$ cat config.mk
export PLATFORM = sky130hd
export DESIGN_NAME = saturn_mem_arbiter
export DESIGN_NICKNAME = d
export VERILOG_FILES = /design/src/rtl/saturn_bus_pkg.sv /design/src/rtl/saturn_arb_pick.sv /design/src/rtl/saturn_mem_arbiter.sv
export SDC_FILE = /design/constraint.sdc
export NUM_CORES = 1
export LEC_CHECK = 0
export ABC_AREA = 0
export BUFFER_PORTS_ARGS = -buffer_cell sky130_fd_sc_hd__buf_2
export CORE_ASPECT_RATIO = 1.5
export CORE_MARGIN = 3
export CORE_UTILIZATION = 51
export CTS_CLUSTER_DIAMETER = 100
export DETAILED_ROUTE_END_ITERATION = 7
export PLACE_DENSITY = 0.84
export RECOVER_POWER = 25
export SLEW_MARGIN = 5
export SYNTH_ARGS = -nofsm -noshare
export SYNTH_HDL_FRONTEND = slang
export SYNTH_SLANG_ARGS = --single-unit
$ cat constraint.sdc
create_clock -name clk -period 2.71 [get_ports clk]
set_input_delay 0.1355 -clock clk [delete_from_list [all_inputs] [get_ports clk]]
set_output_delay 0.1355 -clock clk [all_outputs]
set_load 0.02 [all_outputs]
$ cat src/rtl/saturn_bus_pkg.sv
// Shared types and defaults for the Saturn nibble-memory arbiter.
package saturn_bus_pkg;

  localparam int unsigned ADDR_W_DFLT = 20;
  localparam int unsigned LEN_W_DFLT  = 4;
  localparam int unsigned NIB_W       = 4;

  typedef enum logic [1:0] {
    IDLE  = 2'd0,
    XFER  = 2'd1,
    DRAIN = 2'd2
  } arb_state_e;

  typedef enum logic {
    PORT_F = 1'b0,
    PORT_D = 1'b1
  } port_e;

  function automatic port_e other_port(input port_e p);
    return (p == PORT_D) ? PORT_F : PORT_D;
  endfunction

endpackage

$ cat src/rtl/saturn_arb_pick.sv
// Combinational winner selection between fetch and data ports.
// SATURN_ARB_RR_EN selects alternating winners on contention; otherwise data beats fetch.
module saturn_arb_pick
  import saturn_bus_pkg::*;
(
  input  logic  f_req,
  input  logic  d_req,
  input  port_e last_id,
  output logic  win_vld_c,
  output port_e win_id_c
);

`ifdef SATURN_ARB_RR_EN
  localparam bit RR_EN = 1'b1;
`else
  localparam bit RR_EN = 1'b0;
`endif

  port_e rr_pick;

  always_comb begin
    rr_pick   = other_port(last_id);
    win_vld_c = f_req | d_req;
    win_id_c  = PORT_D;
    if (f_req && !d_req) begin
      win_id_c = PORT_F;
    end else if (f_req && d_req) begin
      win_id_c = RR_EN ? rr_pick : PORT_D;
    end
  end

endmodule

$ cat src/rtl/saturn_mem_arbiter.sv
// Two-port (fetch/data) burst arbiter in front of a synchronous nibble memory.
// Contention policy chosen by SATURN_ARB_RR_EN (see saturn_arb_pick).
module saturn_mem_arbiter
  import saturn_bus_pkg::*;
#(
  parameter int unsigned ADDR_W = ADDR_W_DFLT,
  parameter int unsigned LEN_W  = LEN_W_DFLT
) (
  input  logic              clk,
  input  logic              reset,
  // fetch port
  input  logic              f_req,
  input  logic [ADDR_W-1:0] f_addr,
  input  logic [LEN_W-1:0]  f_len,
  output logic              f_gnt,
  output logic              f_rvalid,
  output logic              f_done,
  output logic [NIB_W-1:0]  f_rdata,
  // data port
  input  logic              d_req,
  input  logic              d_we,
  input  logic [ADDR_W-1:0] d_addr,
  input  logic [LEN_W-1:0]  d_len,
  input  logic [NIB_W-1:0]  d_wdata,
  output logic              d_gnt,
  output logic              d_rvalid,
  output logic              d_wready,
  output logic              d_done,
  output logic [NIB_W-1:0]  d_rdata,
  // memory
  output logic              mem_en,
  output logic              mem_we,
  output logic [ADDR_W-1:0] mem_addr,
  output logic [NIB_W-1:0]  mem_wdata,
  input  logic [NIB_W-1:0]  mem_rdata,
  output logic              busy
);

  arb_state_e        state_q, state_d;
  logic [LEN_W-1:0]  ctr_q, ctr_d;
  logic [LEN_W-1:0]  len_q, len_d;
  logic [ADDR_W-1:0] base_q, base_d;
  logic              we_q, we_d;
  port_e             port_q, port_d;
  port_e             last_q, last_d;
  logic              f_gnt_q, f_gnt_d;
  logic              d_gnt_q, d_gnt_d;
  logic              mem_en_q, mem_en_d;
  logic              mem_we_q, mem_we_d;
  logic [ADDR_W-1:0] mem_addr_q, mem_addr_d;
  logic              f_rvalid_q, f_rvalid_d;
  logic              d_rvalid_q, d_rvalid_d;
  logic              f_done_q, f_done_d;
  logic              d_done_q, d_done_d;
  logic              busy_q, busy_d;

  logic  pick_vld_c;
  port_e pick_id_c;

  saturn_arb_pick u_pick (
    .f_req     (f_req),
    .d_req     (d_req),
    .last_id   (last_q),
    .win_vld_c (pick_vld_c),
    .win_id_c  (pick_id_c)
  );

  // Next-state and next-cycle outputs; every issue is decided one cycle ahead.
  always_comb begin
    state_d    = state_q;
    ctr_d      = ctr_q;
    len_d      = len_q;
    base_d     = base_q;
    we_d       = we_q;
    port_d     = port_q;
    last_d     = last_q;
    f_gnt_d    = f_gnt_q;
    d_gnt_d    = d_gnt_q;
    mem_en_d   = 1'b0;
    mem_we_d   = 1'b0;
    mem_addr_d = mem_addr_q;
    f_done_d   = 1'b0;
    d_done_d   = 1'b0;
    // read data returns one cycle after its issue
    f_rvalid_d = mem_en_q && !mem_we_q && (port_q == PORT_F);
    d_rvalid_d = mem_en_q && !mem_we_q && (port_q == PORT_D);

    unique case (state_q)
      IDLE: begin
        if (pick_vld_c) begin
          state_d = XFER;
          port_d  = pick_id_c;
          last_d  = pick_id_c;
          ctr_d   = '0;
          if (pick_id_c == PORT_D) begin
            base_d  = d_addr;
            len_d   = d_len;
            we_d    = d_we;
            d_gnt_d = 1'b1;
          end else begin
            base_d  = f_addr;
            len_d   = f_len;
            we_d    = 1'b0;
            f_gnt_d = 1'b1;
          end
          mem_en_d   = 1'b1;
          mem_we_d   = we_d;
          mem_addr_d = base_d;
        end
      end
      XFER: begin
        if (ctr_q == len_q) begin
          state_d  = DRAIN;
          f_done_d = (port_q == PORT_F);
          d_done_d = (port_q == PORT_D);
        end else begin
          ctr_d      = ctr_q + LEN_W'(1);
          mem_en_d   = 1'b1;
          mem_we_d   = we_q;
          mem_addr_d = base_q + ADDR_W'(ctr_d);
        end
      end
      DRAIN: begin
        state_d = IDLE;
        f_gnt_d = 1'b0;
        d_gnt_d = 1'b0;
      end
      default: begin
        state_d = IDLE;
        f_gnt_d = 1'b0;
        d_gnt_d = 1'b0;
      end
    endcase

    busy_d = (state_d != IDLE);
  end

  always_ff @(posedge clk or negedge reset) begin
    if (!reset) begin
      state_q    <= IDLE;
      ctr_q      <= '0;
      len_q      <= '0;
      base_q     <= '0;
      we_q       <= 1'b0;
      port_q     <= PORT_F;
      last_q     <= PORT_F;
      f_gnt_q    <= 1'b0;
      d_gnt_q    <= 1'b0;
      mem_en_q   <= 1'b0;
      mem_we_q   <= 1'b0;
      mem_addr_q <= '0;
      f_rvalid_q <= 1'b0;
      d_rvalid_q <= 1'b0;
      f_done_q   <= 1'b0;
      d_done_q   <= 1'b0;
      busy_q     <= 1'b0;
    end else begin
      state_q    <= state_d;
      ctr_q      <= ctr_d;
      len_q      <= len_d;
      base_q     <= base_d;
      we_q       <= we_d;
      port_q     <= port_d;
      last_q     <= last_d;
      f_gnt_q    <= f_gnt_d;
      d_gnt_q    <= d_gnt_d;
      mem_en_q   <= mem_en_d;
      mem_we_q   <= mem_we_d;
      mem_addr_q <= mem_addr_d;
      f_rvalid_q <= f_rvalid_d;
      d_rvalid_q <= d_rvalid_d;
      f_done_q   <= f_done_d;
      d_done_q   <= d_done_d;
      busy_q     <= busy_d;
    end
  end

  // Read and write nibbles pass straight through, gated to zero when not valid.
  assign f_rdata   = f_rvalid_q ? mem_rdata : '0;
  assign d_rdata   = d_rvalid_q ? mem_rdata : '0;
  assign mem_wdata = mem_we_q ? d_wdata : '0;
  assign d_wready  = mem_we_q;

  assign f_gnt    = f_gnt_q;
  assign d_gnt    = d_gnt_q;
  assign f_rvalid = f_rvalid_q;
  assign d_rvalid = d_rvalid_q;
  assign f_done   = f_done_q;
  assign d_done   = d_done_q;
  assign mem_en   = mem_en_q;
  assign mem_we   = mem_we_q;
  assign mem_addr = mem_addr_q;
  assign busy     = busy_q;

endmodule

==> impl_metrics.env, run 1 <==
export IMPL_outcome="completed"
export IMPL_r2r_start="ctr_q[0]$_DFFE_PN0P_"
export IMPL_cts_root_buf="clkbuf_8"
export IMPL_viasPerCell=5.68
export IMPL_ir_drop_v=0.000725
export IMPL_io_pins=103
export IMPL_clk_pin_slew_ns=0.07
export IMPL_start_kind="register"
export IMPL_hold_worst_slack_ns=0.0695
export IMPL_max_clock_freq_mhz=405
export IMPL_drcViolationCount=0
export IMPL_pwr_density_cell_nw_per_um2=1370
export IMPL_std_cell_rows=34
export IMPL_crit_path_start="ctr_q[0]$_DFFE_PN0P_"
export IMPL_synth_nets=398
export IMPL_tightest_slew_ns=1.20
export IMPL_ff2ff_path_depth=7
export IMPL_r2r_slack_ns=0.24
export IMPL_tns_ns=0
export IMPL_max_stage_delay_ns=0.46
export IMPL_start_util_pct=54.1
export IMPL_crit_buf_inv=0
export IMPL_final_cell_mix="buf_2 (85), dfrtp_1 (61), nand2_1 (36)"
export IMPL_fin_skew_ns=0.00758
export IMPL_crit_path_end_kind="register"
export IMPL_route_vias_total=2896
export IMPL_wl_per_cell_um=15.7
export IMPL_cts_htree_levels=3
export IMPL_yosys_warnings=0
export IMPL_cts_setup_buffers=0
export IMPL_cp_max_fo=5
export IMPL_cp_slowest_cell="fa_1"
export IMPL_first_pass_iters=4
export IMPL_synth_edf_count=0
export IMPL_rsz0062_at_grt="false"
export IMPL_die_h_um=103
export IMPL_synth_area_leaders="dfrtp_1 (47%), mux2i_1 (5.0%), o21ai_0 (4.5%)"
export IMPL_worstSkewPairLatency_ns=0.34
export IMPL_ys_ff_latch=61
export IMPL_antenna_cells=0
export IMPL_fp_dieW_um=70.9
export IMPL_grt_busiest_layer="met2"
export IMPL_ant_nets=0
export IMPL_synthArstFlopShare_pct=100
export IMPL_reg2reg_to="mem_addr[10]$_DFFE_PN0P_"
export IMPL_drv_slew=0
export IMPL_syn_cell_area_um2=3220
export IMPL_die_area_um2=7330
export IMPL_fin_crit_ns=2.47
export IMPL_worstSetupPathType="reg -> reg"
export IMPL_grt_pass1_wl_mm=13.2
export IMPL_areaGrowthSynthToFinish_pct=25.2
export IMPL_drive_gt1_share_pct=26.3
export IMPL_grt_met2_usage_pct=40.7
export IMPL_fin_nets=500
export IMPL_grt_overflow_total=0
export IMPL_cts_sinks=61
export IMPL_cts_made_buffers=9
export IMPL_grt_antenna_before_repair=0
export IMPL_gp_congestion=0.850
export IMPL_synth_cell_types=47
export IMPL_core_region_area_um2=5960
export IMPL_wl_mm=8.03
export IMPL_arrival_ns=2.69
export IMPL_report_final_setup_viol=0
export IMPL_yosysTopAreaCell="dfrtp_1"
export IMPL_grt_max_degree=44
export IMPL_yosysTopAreaCellShare_pct=47.3
export IMPL_crit_end="mem_addr[10]$_DFFE_PN0P_"
export IMPL_grt_pass1_vias=2889
export IMPL_first_iter_violations=194
export IMPL_min_period_over_period_pct=91.2
export IMPL_hpwl_mm=5.86
export IMPL_avgSynthCellArea_um2=9.74
export IMPL_hold_viol_final=0
export IMPL_drv_cap=0
export IMPL_cts_tree="done"
export IMPL_ys_seq_area_share_pct=47.3
export IMPL_cp_top_family="adder cells"
export IMPL_clockBufferDepth=2
export IMPL_groute_usage_overall_pct=22.9
export IMPL_use_met1_pct=26.4
export IMPL_synth_cells=331
export IMPL_leakage_nw=1.95
export IMPL_cp_depth=7
export IMPL_cp_cell_sequence="ha_1, fa_1, a211oi_1, or2_2, nor3_1, o31ai_1, a21oi_1"
export IMPL_synthFlopType="dfrtp_1"
export IMPL_port_buffers=102
export IMPL_crit_required_ns=2.93
export IMPL_hold_path_class="in -> reg"
export IMPL_maxSlewHeadroom_pct=20.1
export IMPL_grt_util_met3_pct=5.13
export IMPL_layout_commonest_cell="buf_2"
where the power goes:
part	internal (mW)	total [mW]	switching [mW]
combinational	1.04	2.67	1.63
sequential	1.37	1.76	0.388
clock	0.729	1.09	0.364
metrics by stage:
step	power (mW)	setup slack (ns)	util, %	cells	cell area [um2]
5_1_grt	5.96	0.0812	67.8	510	4040
4_1_cts	5.59	0.239	68.2	510	4060
3_5_place_dp	4.48	0.267	63.4	493	3780
3_3_place_gp	4.37	0.349	63.4	493	3780
2_1_floorplan	3.71	0.476	-	331	3220
6_report	5.52	0.238	67.8	510	4040
synth_stat cells, drive strengths merged, types with 2 or more instances:
cell / count
and2: 16
xnor2: 13
nand3: 8
ha: 5
buf: 8
nand4: 2
nor2: 26
xor2: 5
nor4: 2
a221o: 4
a21o: 10
nor3: 9
clkbuf: 9
a31oi: 4
a22oi: 7
nor2b: 2
a32o: 3
inv: 5
a211oi: 2
and3: 4
nor3b: 3
o31ai: 3
a21oi: 15
nand3b: 2
nand2: 36
dfrtp: 61
o21ai: 32
and4: 2
mux2i: 16
or2: 2
a22o: 5
cell type report:
class	instances	area (um2)
clock inverter	6	134
timing repair buffer	108	537
tap	72	90.1
sequential	61	1530
fill	484	1920
clock buffer	10	138
multi-input combinational	248	1590
inverter	5	18.8
worst min path at each step:
| stage | cells past startpoint | slack, ns | to | startpoint |
|---|---|---|---|---|
| 3_3_place_gp | 1 | 0.13 | mem_addr[5]$_DFFE_PN0P_ | reset |
| 3_5_place_dp | 1 | 0.12 | mem_addr[5]$_DFFE_PN0P_ | reset |
| 2_1_floorplan | 0 | -0.16 | base_q[0]$_DFFE_PN0P_ | reset |
| 5_1_grt | 2 | 0.06 | d_wready$_DFF_PN0_ | d_we |
| 6_report | 2 | 0.07 | d_wready$_DFF_PN0_ | d_we |
| 4_1_cts | 2 | 0.06 | d_wready$_DFF_PN0_ | d_we |
repair_timing:
action	in CTS	in global routing
hold buffers	1	0
endpoints found under the hold margin	21	0
gates resized for setup	0	0
routing by layer:
| layer | wire length (um) | share of wire (%) |
|---|---|---|
| met3 | 508 | 6.3 |
| met2 | 4300 | 54 |
| met4 | 190 | 2.4 |
| met1 | 3030 | 38 |
| met5 | 0 | 0 |
cells by family after synthesis:
kind of cell / after synthesis / share of synthesized area, %
multiplexers: 16 / 4.97
buffers and inverters: 22 / 3.30
flip-flops: 61 / 47.3
AND/OR/NAND/NOR: 117 / 18.0
XOR/XNOR: 18 / 4.89
AO/OA/AOI/OAI: 91 / 18.9
adder cells (fa/ha/maj): 6 / 2.56
registers in the layout (all words and copies together) (netlist names), 2 cells and up:
| name | cells |
|---|---|
| ctr_q | 4 |
| len_q | 4 |
| state_q | 2 |
| base_q | 20 |
| mem_addr | 20 |
Power figures use the tool's default switching activity.
==> run 2: changes to the inputs <==
CORE_UTILIZATION = 55   (was 51)
PLACE_DENSITY = 0.89   (was 0.84)
clock period = 3.2 ns   (was 2.71 ns; I/O delays follow)
==> run 2 against run 1 <==
  * Final cell count fell by 0.59%
  * Maximum frequency down 1.0%
  * Non-clock buffer count down 1
  * First-iteration DRC count down 43%
  * Clock skew about the same
  * Core utilization is 3.5 points higher
  * Via count fell by 1.3%
  * Highest routed layer unchanged
==> impl_metrics.env, run 2 (synthesis gave the netlist of run 1 again) <==
export IMPL_leakage_nw=1.90
export IMPL_cts_resized_gates=0
export IMPL_cts_setup_buffers=0
export IMPL_rsz0062_at_grt="false"
export IMPL_hold_path_class="in -> reg"
export IMPL_crit_required_ns=3.44
export IMPL_std_cell_rows=33
export IMPL_port_buffers=102
export IMPL_ant_nets=0
export IMPL_grt_antenna_before_repair=0
export IMPL_cts_made_buffers=9
export IMPL_cp_top_family="compound AO/OA/AOI/OAI gates"
export IMPL_dp_slack_ns=0.741
export IMPL_dp_cells=490
export IMPL_first_pass_iters=4
export IMPL_drcViolationCount=0
export IMPL_hold_viol_final=0
export IMPL_fin_nets=499
export IMPL_cts_root_buf="clkbuf_8"
export IMPL_hold_buffers=1
export IMPL_ff2ff_path_depth=7
export IMPL_fin_util_pct=71.2
export IMPL_ir_drop_v=0.000506
export IMPL_grt_overflow_total=0
export IMPL_max_stage_delay_ns=0.46
export IMPL_drv_cap=0
export IMPL_cts_tree="done"
export IMPL_cp_max_fo=5
export IMPL_arrival_ns=2.74
export IMPL_max_clock_freq_mhz=400
export IMPL_grt_pass1_vias=2850
export IMPL_place_area_um2=3780
export IMPL_fin_area_um2=3970
export IMPL_hpwl_mm=5.92
export IMPL_pwr_density_cell_nw_per_um2=1120
export IMPL_gp_congestion=0.838
export IMPL_tns_ns=0
export IMPL_antenna_cells=0
export IMPL_groute_usage_overall_pct=25.3
export IMPL_hold_worst_slack_ns=0.0812
export IMPL_tightest_slew_ns=1.25
export IMPL_core_region_area_um2=5570
export IMPL_worstSetupPathType="reg -> reg"
export IMPL_power_mw=4.44
export IMPL_outcome="completed"
export IMPL_crit_path_end_kind="register"
export IMPL_die_area_um2=6840
export IMPL_fin_skew_ns=0.00767
export IMPL_start_util_pct=57.8
export IMPL_grt_max_degree=46
export IMPL_fp_dieW_um=68.5
export IMPL_fin_crit_ns=2.50
export IMPL_fin_ws_ns=0.703
export IMPL_hold_depth=2
export IMPL_cp_depth=7
export IMPL_die_h_um=99.8
export IMPL_worstSkewPairLatency_ns=0.35
export IMPL_areaGrowthSynthToFinish_pct=23.2
export IMPL_wl_mm=8.09
export IMPL_cp_cell_sequence="ha_1, fa_1, a211oi_1, nor2_1, a31oi_1, o21ai_0, a22o_1"
export IMPL_cp_slowest_cell="fa_1"
export IMPL_start_kind="register"
export IMPL_drive_gt1_share_pct=24.5
export IMPL_clockBufferDepth=2
export IMPL_cts_sinks=61
export IMPL_report_final_setup_viol=0
export IMPL_clk_pin_slew_ns=0.07
export IMPL_layout_commonest_cell="buf_2"
export IMPL_route_vias_total=2857
export IMPL_io_pins=103
export IMPL_final_cell_mix="buf_2 (80), dfrtp_1 (61), nand2_1 (36)"
export IMPL_viasPerCell=5.64
export IMPL_drv_slew=0
export IMPL_cts_htree_levels=3
export IMPL_crit_buf_inv=0
export IMPL_grt_pass1_wl_mm=12.9
export IMPL_wl_per_cell_um=16.0
export IMPL_stdcell_count=507
export IMPL_min_period_over_period_pct=78.0
export IMPL_maxSlewHeadroom_pct=16.5
export IMPL_first_iter_violations=110
## run 2: cell count changes in the layout (fill, tap and decap cells not counted), sizes merged
cell | previous run | this run
clkbuf | 27 | 35
buf | 90 | 84
clkinv | 2 | 1
bufinv | 4 | 1
clkinvlp | 0 | 1
## run 2: layer usage
layer	track usage (%)	share of wire (%)	vias up
met5	0	0	-
met3	3.92	5.6	15
met4	13.2	3.0	0
met1	29.0	38	1360
li1	-	-	1390
met2	43.7	54	92
## run 2: worst paths after layout
check / startpoint / endpoint / slack (ns)
max: ctr_q[0]$_DFFE_PN0P_ / mem_addr[14]$_DFFE_PN0P_ / 0.70
min: d_we / we_q$_DFFE_PN0P_ / 0.08
max reg2reg: ctr_q[0]$_DFFE_PN0P_ / mem_addr[14]$_DFFE_PN0P_ / 0.70
min reg2reg: mem_addr[7]$_DFFE_PN0P_ / mem_addr[7]$_DFFE_PN0P_ / 0.49
max in group asynchronous: reset / mem_addr[10]$_DFFE_PN0P_ / 1.57
min in group asynchronous: reset / d_wready$_DFF_PN0_ / 0.52
## run 2: cell type report
| type | instances | area, um2 |
|---|---|---|
| well taps | 70 | 87.6 |
| flip-flops and latches | 61 | 1530 |
| clock inverters | 3 | 42.5 |
| inverters | 5 | 18.8 |
| multi-input cells | 248 | 1590 |
| clock buffers | 13 | 169 |
| repair buffers | 107 | 536 |
| fillers | 454 | 1600 |
## run 2: power breakdown
part	internal, mW	total (mW)	switching [mW]
clock network	0.422	0.720	0.298
registers	1.16	1.48	0.318
logic	0.864	2.25	1.38
==> run 3: changes to the inputs <==
ABC_AREA = 1   (was 0)
CORE_UTILIZATION = 52   (was 55)
PLACE_DENSITY = 0.84   (was 0.89)
clock period = 2.4 ns   (was 3.2 ns; I/O delays follow)
==> run 3 against run 2 <==
  * Worst hold slack got worse by 0.050 ns
  * Clock-buffer cell count decreased by 1
  * First-iteration DRC count increased by 77%
  * Sequential share of layout area decreased by 2.9 points
  * Power increased by 41%
  * Register-to-register slack got worse by 0.51 ns
  * Critical path type unchanged
  * Critical endpoint is now mem_addr[13]$_DFFE_PN0P_
  * Largest cell class unchanged
  * Largest power group unchanged
==> impl_metrics.env, run 3 <==
export IMPL_synth_area_leaders="dfrtp_1 (43%), nand2_1 (17%), nand3_1 (8.3%)"
export IMPL_ys_ff_latch=61
export IMPL_drv_cap=0
export IMPL_max_stage_delay_ns=0.45
export IMPL_std_cell_rows=36
export IMPL_die_area_um2=7800
export IMPL_report_final_setup_viol=0
export IMPL_power_mw=6.29
export IMPL_clockBufferDepth=2
export IMPL_ys_seq_area_share_pct=43.4
export IMPL_ir_drop_v=0.000779
export IMPL_grt_antenna_before_repair=0
export IMPL_drcViolationCount=0
export IMPL_tightest_slew_ns=1.38
export IMPL_antenna_cells=0
export IMPL_syn_cell_area_um2=3520
export IMPL_synth_cell_types=30
export IMPL_fin_area_um2=4290
export IMPL_outcome="completed"
export IMPL_multi_input_area_um2=1690
export IMPL_synth_edf_count=0
export IMPL_cts_setup_buffers=0
export IMPL_layout_commonest_cell="nand2_1"
export IMPL_netlist_top_cells_count="nand2_1 (157), dfrtp_1 (61), nand3_1 (58)"
export IMPL_cts_sinks=61
export IMPL_fin_skew_ns=0.00656
export IMPL_final_cell_mix="nand2_1 (154), buf_2 (86), dfrtp_1 (60)"
export IMPL_start_util_pct=53.8
export IMPL_cts_htree_levels=3
export IMPL_maxSlewHeadroom_pct=8.30
export IMPL_synth_cells=491
export IMPL_p_int_mw=3.24
export IMPL_combPwrFrac_pct=53.6
export IMPL_worstSkewPairLatency_ns=0.34
export IMPL_worstSetupPathType="reg -> reg"
export IMPL_wl_mm=9.37
export IMPL_synth_nets=558
export IMPL_r2r_start="ctr_q[0]$_DFFE_PN0P_"
export IMPL_grt_pass1_wl_mm=15.6
export IMPL_hold_start="f_len[0]"
export IMPL_core_region_area_um2=6530
export IMPL_leakage_nw=2.34
export IMPL_drv_slew=0
export IMPL_grt_max_degree=29
export IMPL_clockPowerShare_pct=15.1
export IMPL_max_clock_freq_mhz=453
export IMPL_synthFlopType="dfrtp_1"
export IMPL_seqPwrFrac_pct=31.2
export IMPL_cts_made_buffers=9
export IMPL_switchingPower_mw=3.04
export IMPL_ant_nets=0
export IMPL_yosysMostFrequentCell="nand2_1"
export IMPL_cts_root_buf="clkbuf_8"
export IMPL_fin_crit_ns=2.21
export IMPL_crit_path_start="ctr_q[0]$_DFFE_PN0P_"
export IMPL_hold_viol_final=0
export IMPL_first_pass_iters=4
export IMPL_io_pins=103
export IMPL_cts_tree="done"
export IMPL_cp_max_fo=7
export IMPL_first_iter_violations=195
export IMPL_hpwl_mm=7.08
export IMPL_pwr_density_cell_nw_per_um2=1460
export IMPL_yosys_warnings=0
export IMPL_cp_common_cell="nand3_1"
export IMPL_crit_required_ns=2.63
export IMPL_seqCellArea_um2=1530
export IMPL_tns_ns=0
export IMPL_rsz0062_at_grt="false"
export IMPL_drive_gt1_share_pct=20.7
export IMPL_start_kind="register"
export IMPL_areaGrowthSynthToFinish_pct=22.1
export IMPL_yosysTopAreaCell="dfrtp_1"
export IMPL_wl_per_cell_um=13.9
export IMPL_grt_overflow_total=0
export IMPL_port_buffers=102
export IMPL_gp_congestion=0.938
export IMPL_min_period_over_period_pct=92.0
export IMPL_die_h_um=107
export IMPL_fp_dieW_um=73.1
export IMPL_hold_path_class="in -> reg"
export IMPL_viasPerCell=5.25
export IMPL_groute_usage_overall_pct=25.7
export IMPL_place_area_um2=4070
export IMPL_avgSynthCellArea_um2=7.16
export IMPL_num_fill_cells=566
export IMPL_cp_slowest_cell="dfrtp_2"
export IMPL_grt_pass1_vias=3520
export IMPL_fin_nets=661
export IMPL_cp_cell_sequence="ha_1, xnor2_2, inv_1, ha_1, or2_2, nand3_1, nand2_2, nand3_1, nand3_1, nand3_1, nand2_1"
export IMPL_synthArstFlopShare_pct=100
export IMPL_hold_worst_slack_ns=0.0309
export IMPL_switching_share_pct=48.4
export IMPL_crit_path_end_kind="register"
export IMPL_yosysTopAreaCellShare_pct=43.4
export IMPL_clk_pin_slew_ns=0.06
export IMPL_arrival_ns=2.44
export IMPL_route_vias_total=3547
-- run 3: cell types whose count changed in the layout (fill, tap and decap cells not counted), moves of 10 or more --
cell     delta
nand3_1    +50
o21ai_0    +13
and2_1     -13
nand2_1   +118
nor2_1     +16
inv_1      +49
a21o_1     -10
mux2i_1    -11
xnor2_1    -12
-- run 3: critical path: cells and delay by family, from the launching register on --
family | cells | cell delay (ns)
DFF | 1 | 0.45
and+or+nand+nor | 7 | 0.90
adders and majority gates | 2 | 0.54
xor gates and xnor gates | 1 | 0.15
buffers and inverters | 1 | 0.06
-- run 3: power groups by stage --
stage | Combinational [mW] | Sequential, mW | Clock, mW
global placement | 3.27 | 1.95 | 0
finish | 3.37 | 1.96 | 0.951
CTS | 3.40 | 1.96 | 0.969
global route | 3.83 | 2.04 | 1.01
detailed placement | 3.36 | 1.97 | 0
floorplan | 2.23 | 2.17 | 0
-- run 3: cell type report --
| type | count | area share [%] |
|---|---|---|
| clock buffer | 12 | 3.85 |
| tap | 76 | 2.21 |
| timing repair buffer | 111 | 13.1 |
| multi-input combinational | 356 | 39.5 |
| inverter | 55 | 4.81 |
| clock inverter | 4 | 1.05 |
| sequential | 61 | 35.6 |
-- run 3: cells by family (layout without fill, tap and decap cells) --
kind of cell	Yosys count	after routing	share of synthesized area [%]
muxes	5	5	1.42
DFF	61	61	43.4
xor gates and xnor gates	4	4	0.997
buffers and inverters	74	182	9.11
and+or+nand+nor	278	278	32.9
adders and majority gates	6	6	2.35
AOI/OAI and AO/OA	63	63	9.82
-- run 3: final timing paths --
path	slack, ns	cells after the start	endpoint
worst max-delay path	0.19	11	mem_addr[13]$_DFFE_PN0P_
worst min-delay path	0.03	3	len_q[0]$_DFFE_PN0P_
worst max register to register	0.19	11	mem_addr[13]$_DFFE_PN0P_
worst min register to register	0.46	1	f_done$_DFF_PN0_
max in group asynchronous	0.82	3	port_q$_DFFE_PN0P_
min in group asynchronous	0.61	2	base_q[17]$_DFFE_PN0P_
-- run 3: routing by layer --
metal,vias to the layer above,global-route usage [%],part of all wire (%)
met2,116,45.2,54
met1,1630,28.1,37
met5,-,0,0
li1,1776,-,-
met3,25,6.10,6.3
met4,0,12.4,3.0
-- run 3: per-stage QoR --
| stage | setup WS (ns) | utilization (%) | cells |
|---|---|---|---|
| 2_1_floorplan | 0.341 | - | 491 |
| 3_3_place_gp | 0.199 | 62.3 | 658 |
| 3_5_place_dp | 0.104 | 62.3 | 658 |
| 4_1_cts | 0.0883 | 65.7 | 675 |
| 5_1_grt | 0.0247 | 65.7 | 675 |
| 6_report | 0.192 | 65.7 | 675 |
-- run 3: repair_timing --
action,CTS,global route
resized for setup,0,7
hold buffers,1,0
endpoints found under the hold margin,23,0
endpoints found under the setup margin,0,8
